## src/rtl/mux_sel_pipe.sv

```systemverilog
// mux_sel_pipe: N-to-1 select stage with a registered, valid/ready output and a
// one-entry skid register. An out-of-range select produces zero data, sets sel_err
// on that beat and bumps a saturating counter when the beat is accepted.
module mux_sel_pipe #(
  parameter int unsigned WIDTH  = 32,
  parameter int unsigned NUM_IN = 3,
  parameter int unsigned SEL_W  = 2,
  parameter int unsigned ERR_W  = 8
) (
  input  logic                    clk,
  input  logic                    rst,
  input  logic [NUM_IN*WIDTH-1:0] in_bus,
  input  logic [SEL_W-1:0]        sel,
  input  logic                    in_valid,
  output logic                    in_ready,
  output logic [WIDTH-1:0]        out,
  output logic                    out_valid,
  input  logic                    out_ready,
  output logic                    sel_err,
  output logic [ERR_W-1:0]        err_cnt
);

  typedef enum logic [1:0] {
    EMPTY = 2'd0,
    ONE   = 2'd1,
    TWO   = 2'd2
  } state_t;

  state_t             state;
  state_t             state_nx;
  logic [WIDTH-1:0]   sel_data;
  logic               sel_oor;
  logic [WIDTH-1:0]   skid_data;
  logic               skid_err;
  logic               accept;
  logic               deliver;
  logic               load_out;
  logic               load_skid;
  logic               skid_to_out;

  assign accept    = in_valid & in_ready;
  assign deliver   = out_valid & out_ready;
  assign out_valid = (state != EMPTY);

  // Select the addressed input; any code with no matching input yields zero and flags it.
  always_comb begin
    sel_data = '0;
    sel_oor  = 1'b1;
    for (int unsigned k = 0; k < NUM_IN; k++) begin
      if (sel == SEL_W'(k)) begin
        sel_data = in_bus[k*WIDTH +: WIDTH];
        sel_oor  = 1'b0;
      end
    end
  end

  // Occupancy next-state and register load controls.
  always_comb begin
    state_nx    = state;
    load_out    = 1'b0;
    load_skid   = 1'b0;
    skid_to_out = 1'b0;
    unique case (state)
      EMPTY: begin
        if (accept) begin
          load_out = 1'b1;
          state_nx = ONE;
        end
      end
      ONE: begin
        if (accept && deliver) begin
          load_out = 1'b1;
        end else if (accept) begin
          load_skid = 1'b1;
          state_nx  = TWO;
        end else if (deliver) begin
          state_nx = EMPTY;
        end
      end
      TWO: begin
        if (deliver) begin
          skid_to_out = 1'b1;
          state_nx    = ONE;
        end
      end
      default: state_nx = EMPTY;
    endcase
  end

  // Occupancy state and registered ready; ready drops only when the skid will be full.
  always_ff @(posedge clk) begin
    if (rst) begin
      state    <= EMPTY;
      in_ready <= 1'b1;
    end else begin
      state    <= state_nx;
      in_ready <= (state_nx != TWO);
    end
  end

  // Output register: loaded from the mux directly or from the skid when it drains.
  always_ff @(posedge clk) begin
    if (rst) begin
      out     <= '0;
      sel_err <= 1'b0;
    end else if (load_out) begin
      out     <= sel_data;
      sel_err <= sel_oor;
    end else if (skid_to_out) begin
      out     <= skid_data;
      sel_err <= skid_err;
    end
  end

  // Skid register: holds the second beat while the output is stalled.
  always_ff @(posedge clk) begin
    if (rst) begin
      skid_data <= '0;
      skid_err  <= 1'b0;
    end else if (load_skid) begin
      skid_data <= sel_data;
      skid_err  <= sel_oor;
    end else if (skid_to_out) begin
      skid_data <= '0;
      skid_err  <= 1'b0;
    end
  end

  // Saturating count of accepted out-of-range selects.
  always_ff @(posedge clk) begin
    if (rst) begin
      err_cnt <= '0;
    end else if (accept && sel_oor && (err_cnt != '1)) begin
      err_cnt <= err_cnt + ERR_W'(1);
    end
  end

endmodule

```

## config.mk

```make
export PLATFORM = sky130hd
export DESIGN_NAME = mux_sel_pipe
export DESIGN_NICKNAME = d
export VERILOG_FILES = /design/src/rtl/mux_sel_pipe.sv
export SDC_FILE = /design/constraint.sdc
export NUM_CORES = 1
export LEC_CHECK = 0
export ABC_AREA = 1
export BUFFER_PORTS_ARGS = -buffer_cell sky130_fd_sc_hd__clkbuf_2
export CAP_MARGIN = 20
export CORE_ASPECT_RATIO = 0.8
export CORE_MARGIN = 2
export CORE_UTILIZATION = 40
export CTS_BUF_LIST = sky130_fd_sc_hd__clkbuf_8 sky130_fd_sc_hd__clkbuf_16
export DETAILED_ROUTE_END_ITERATION = 7
export GPL_TIMING_DRIVEN = 0
export PLACE_DENSITY = 0.67
export SYNTH_ARGS = -nofsm -noshare
export SYNTH_HDL_FRONTEND = slang
export SYNTH_SLANG_ARGS = --single-unit
```

## constraint.sdc

```tcl
create_clock -name clk -period 2.13 [get_ports clk]
set_clock_uncertainty 0.2 [all_clocks]
set_input_delay 0.426 -clock clk [delete_from_list [all_inputs] [get_ports clk]]
set_output_delay 0.426 -clock clk [all_outputs]
set_load 0.03 [all_outputs]
```

Word-level counts from Yosys, hierarchy flattened
Index checks and enable logic that the tools add are counted.
- bits in registers: 77
- latch bits: 0
- bits in writable memories: 0
- ROM bits: 0
- bits of input ports: 102
- output and inout bits: 43
- word-level logic and storage cells: 51
- memories: 0
- $add $sub $neg: 1
- $mul: 0
- divide/modulo/power cells: 0
- $lt $le $gt $ge: 0
- equality and inequality tests: 6
- shifts and indexed selects: 0
- muxes and demuxes: 27
- bitwise gates (word level): 2
- reduce and logical (&&, ||, !) cells: 8
- operators by type and width (cell ; count):
    $mux 32 ; 7
    $mux 1 ; 13
    $mux 2 ; 5
    $add 8x1->8 const B ; 1
    $ne 8x8->1 const B ; 1
    $pmux 2 s3 ; 1
    $reduce_bool 2->1 ; 3
    $eq 2x1->1 const B ; 2
    $eq 2x2->1 const B ; 2
    $logic_not 2->1 ; 2
    $logic_and 1x1->1 ; 3
    $and 1x1->1 ; 2
    $ne 2x2->1 const B ; 1
    $pmux 1 s2 ; 1

Longest topological paths before layout
- depth in word-level cells: 7
- depth in mapped cells: 9

Worst setup path before layout
No wires, ideal clock.
- path kind: reg-to-reg
- start: reg err_cnt[1]
- end: reg err_cnt[1]
- arrival: 1.367 ns
- required time: 1.814 ns
- path slack: 0.447 ns
- cell stages (with the launch flop): 9
- path buffers: 0
- period minus slack after synthesis: 1.683 ns
- cells stage by stage: dfxtp_1 ha_1 inv_1 nor2_1 nand2_1 nand2_2 inv_2 nor2_1 nor2_1
- word-level cells in the longest chain between the ends: 2
- elaborated cells on any way between the ends: 3
- ends and longest elaborated chain (item ; RTL line ; RTL):
    from (decl) ; 20 ; output logic [ERR_W-1:0] err_cnt
    from (signal assigned) ; 134 ; err_cnt <= err_cnt + ERR_W'(1);
    branches (longest 2 deep; another with $add 8x1->8) ; - ;
Parallel ways; which one is timed is not known.
A chain may end at the register's enable or synchronous reset.

Final worst setup path
- start: reg state[1]
- end: out out_valid
- word-level cells in the longest chain between the ends: 1
- ends and longest elaborated chain (item ; RTL line ; RTL):
    from (decl) ; 29 ; state_t state;
    from (signal assigned) ; 96 ; state <= state_nx;
    $reduce_bool 2->1 ; 43 ; assign out_valid = (state != EMPTY);
    to (decl) ; 17 ; output logic out_valid,
Every way passes these cells.

==> metrics.csv <==
stage;metric;value;unit
detailed_routing;via count;4417;
cts;H-tree depth;3;
synth;syn_area_per_cell;6.94;um2
run;MaxCap Viol Count;0;
power_and_ir_drop;Power Internal;2780;uW
global_routing;first-pass GRT wire length;20.0;mm
detailed_routing;DRC Markers;0;
power_and_ir_drop;Logic pwr share;18.3;%
placed_design;port buffer count;142;
cts;post-CTS sizing;0;
global_routing;GR Util met2;38.1;%
cts;CTS max path bufs;2;
finish;fin nets;839;
status;status;complete, no violations;
setup_path;r2r worst-path depth;8;
finish;layout cell share with drive strength beyond 1;30.8;%
global_routing;vias in the first global route;4126;
global_routing;GRT busiest layer;met2;
synth;Yosys Warn Count;0;
timing;post-layout min period;1810;ps
cts;Root Driver;clkbuf_16;
detailed_routing;drt wl/cell;14.3;um
detailed_routing;Routed WL;12.6;mm
setup_path;Worst EP arrival;1190;ps
floorplanning;core footprint;0.00973;mm2
setup_path;CP Launch Type;flip-flop;
setup_path;reg2reg setup slack;440;ps
cts;TritonCTS Buffers;9;
global_routing;maximum number of pins on one net before global-route repair;14;
floorplanning;starting density of the core;41.6;%
synth;Post-Synthesis Cells;583;
cts;cts hold-fix bufs;0;
setup_path;FF-to-FF End;err_cnt[7]$_SDFFE_PP0P_;
power_and_ir_drop;clock power share;41.8;%
floorplanning;die area;0.0109;mm2
finish;area grow syn2layout;29.6;%
synth;count leader, synth;nand2_1;
setup_path;worst setup path end;out_valid;
cts;Clock transition at path regs;60;ps
global_routing;Total Routing Usage GR;23.4;%
synth;ys flop type;dfxtp_1;
synth;Post-Syn Area;0.00405;mm2
power_and_ir_drop;sequential group share of total power;40.0;%
global_routing;met1 usage;31.8;%
setup_path;crit path kind;reg -> out;
power_and_ir_drop;P_sw;1100;uW
timing;# setup viols final;0;
placed_design;dpl cell area;0.00493;mm2
timing;Worst Tran Pin Value;651;ps
cts;CTS tree;yes;
synth;Yosys top cell area share;38.1;%
finish;# diodes;0;
setup_path;Max FO, Critical Path;4;
power_and_ir_drop;peak supply drop;0.359;mV
timing;Final Cycle Share;85.1;%
placed_design;Final GP Congestion;0.845;
timing;Worst slew margin;56.6;%
synth;share of the yosys chip area belonging to registers;38.1;%
synth;post-synth top area cell;dfxtp_1;
timing;RSZ-0062 raised after global routing;false;
synth;Syn Nets;686;
timing;total negative setup slack;0;ps
global_routing;total global routing overflow;0;
detailed_routing;1st-pass router iterations;5;
detailed_routing;DRT antenna net count;0;
placed_design;Post-DP HPWL;9.36;mm
global_routing;antenna violations before repair;0;
synth;Post-synth ARST share;0;%
min_path;HP Class;in -> reg;
floorplanning;Die Wd;116;um
timing;final-report hold violation count;0;
setup_path;required time worst endpoint;1500;ps
setup_path;reg2reg start;err_cnt[1]$_SDFFE_PP0P_;
finish;# fillers;978;
global_routing;met3 usage;4.71;%
setup_path;Setup crit end kind;output port;
power_and_ir_drop;Pleak;0.00247;uW
synth;post-synthesis sequential element count;77;
detailed_routing;DR vias/cell;5.04;
power_and_ir_drop;PD cells;739;mW/mm2
cts;Worst-Skew Late Latency;330;ps
floorplanning;num rows;32;
floorplanning;Die Span Y;94.0;um
power_and_ir_drop;sw frac;28.3;%
synth;Post-synth top cells;nand2_1, nand3_1, dfxtp_1;
detailed_routing;1st-iter DRT viols;183;
synth;Post-synth EDFFs;0;
cts;clock sink total;77;
timing;FMAX;552;MHz
finish;Design Area, Final;0.00525;mm2
synth;main area contributors after synthesis;dfxtp_1, nand2_1, nand3_1;
synth;post-synth cell types;30;
min_path;Hold Path Cell Cnt;5;
cts;Post-CTS Setup Inserts;0;
timing;Slew Limit Fails;0;
floorplanning;I/O pin count;145;
setup_path;CP startpoint;state[1]$_SDFF_PP0_;
[worst min path at each step]
stage / start / endpoint / slack [ps]
6_report: in_bus[73] / out[9]$_SDFFE_PP0P_ / 260
5_1_grt: in_bus[92] / skid_data[28]$_SDFFE_PP0P_ / 280
4_1_cts: in_bus[66] / skid_data[2]$_SDFFE_PP0P_ / 250
3_5_place_dp: skid_data[19]$_SDFFE_PP0P_ / skid_data[19]$_SDFFE_PP0P_ / 270
3_3_place_gp: skid_data[4]$_SDFFE_PP0P_ / skid_data[4]$_SDFFE_PP0P_ / 270
2_1_floorplan: skid_err$_SDFFE_PP0P_ / skid_err$_SDFFE_PP0P_ / 260
[flip-flops by register name, indices dropped and copies added (netlist names)]
signal and count:
state 2, in_ready 1, skid_data 32, out 32, skid_err 1, sel_err 1, err_cnt 8
[critical path, stage by stage (launching register included)]
cell	delay, ps
dfxtp_1	430
inv_1	120
nand2_1	90
clkbuf_2	210
[power groups by stage]
stage / clock, uW / combinational (uW) / sequential (uW)
floorplan: 0 / 346 / 1680
global placement: 0 / 693 / 1580
detailed placement: 0 / 706 / 1580
CTS: 1630 / 709 / 1550
global route: 1700 / 780 / 1560
finish: 1620 / 709 / 1550
[layout make-up]
class | instances | area, um2 | area share [%]
clock inverters | 7 | 91.3 | 1.74
flip-flops and latches | 77 | 1540 | 29.4
plain buffers | 37 | 250 | 4.77
repair buffers | 142 | 711 | 13.5
clock buffers | 9 | 225 | 4.29
multi-input cells | 444 | 2150 | 41.0
well taps | 136 | 170 | 3.24
inverters | 25 | 104 | 1.98
[per-stage QoR]
step | worst slack (ps) | total power [uW] | std cells | hold WS (ps) | util, %
2_1_floorplan | 447 | 2030 | 583 | 257 | -
3_3_place_gp | 280 | 2270 | 861 | 267 | 50.7
3_5_place_dp | 250 | 2290 | 861 | 273 | 50.7
4_1_cts | 302 | 3890 | 877 | 255 | 53.9
5_1_grt | 241 | 4040 | 877 | 276 | 53.9
6_report | 318 | 3880 | 877 | 256 | 53.9
[placed cells by master (no fill, tap or decap), types with 2 or more instances in the layout]
| cell | Yosys | layout |
|---|---|---|
| nand2_1 | 194 | 194 |
| nor2_1 | 21 | 21 |
| bufinv_16 | 0 | 2 |
| nor3_1 | 2 | 2 |
| nand3_2 | 18 | 18 |
| o21ai_0 | 34 | 34 |
| inv_2 | 6 | 6 |
| buf_4 | 12 | 12 |
| nand2_2 | 5 | 5 |
| inv_6 | 2 | 2 |
| buf_6 | 7 | 7 |
| xor2_1 | 2 | 2 |
| buf_2 | 11 | 11 |
| clkbuf_1 | 7 | 7 |
| nand2_4 | 2 | 2 |
| clkbuf_2 | 0 | 142 |
| inv_1 | 16 | 17 |
| a21oi_1 | 62 | 62 |
| nor2_4 | 3 | 3 |
| o21ai_1 | 13 | 13 |
| clkinvlp_4 | 0 | 3 |
| dfxtp_1 | 77 | 77 |
| nor2_8 | 2 | 2 |
| nand3_1 | 78 | 78 |
| clkbuf_16 | 0 | 9 |
[per-layer routing]
metal / up-vias / part of all wire, %
met4: 0 / 1.1
met5: - / 0
met3: 13 / 6.2
li1: 2235 / -
met2: 140 / 46
met1: 2029 / 47
[logic make-up (layout without fill, tap and decap cells)]
logic type               after synthesis  in the layout  share of synthesized area [%]
AO/OA/AOI/OAI                        112            112                           14.1
XOR/XNOR                               3              3                          0.649
adder cells (fa/ha/maj)                1              1                          0.309
buffers and inverters                 62            220                           8.75
flip-flops                            77             77                           38.1
AND/OR/NAND/NOR                      328            328                           38.2
(Power assumes the default switching activity.)
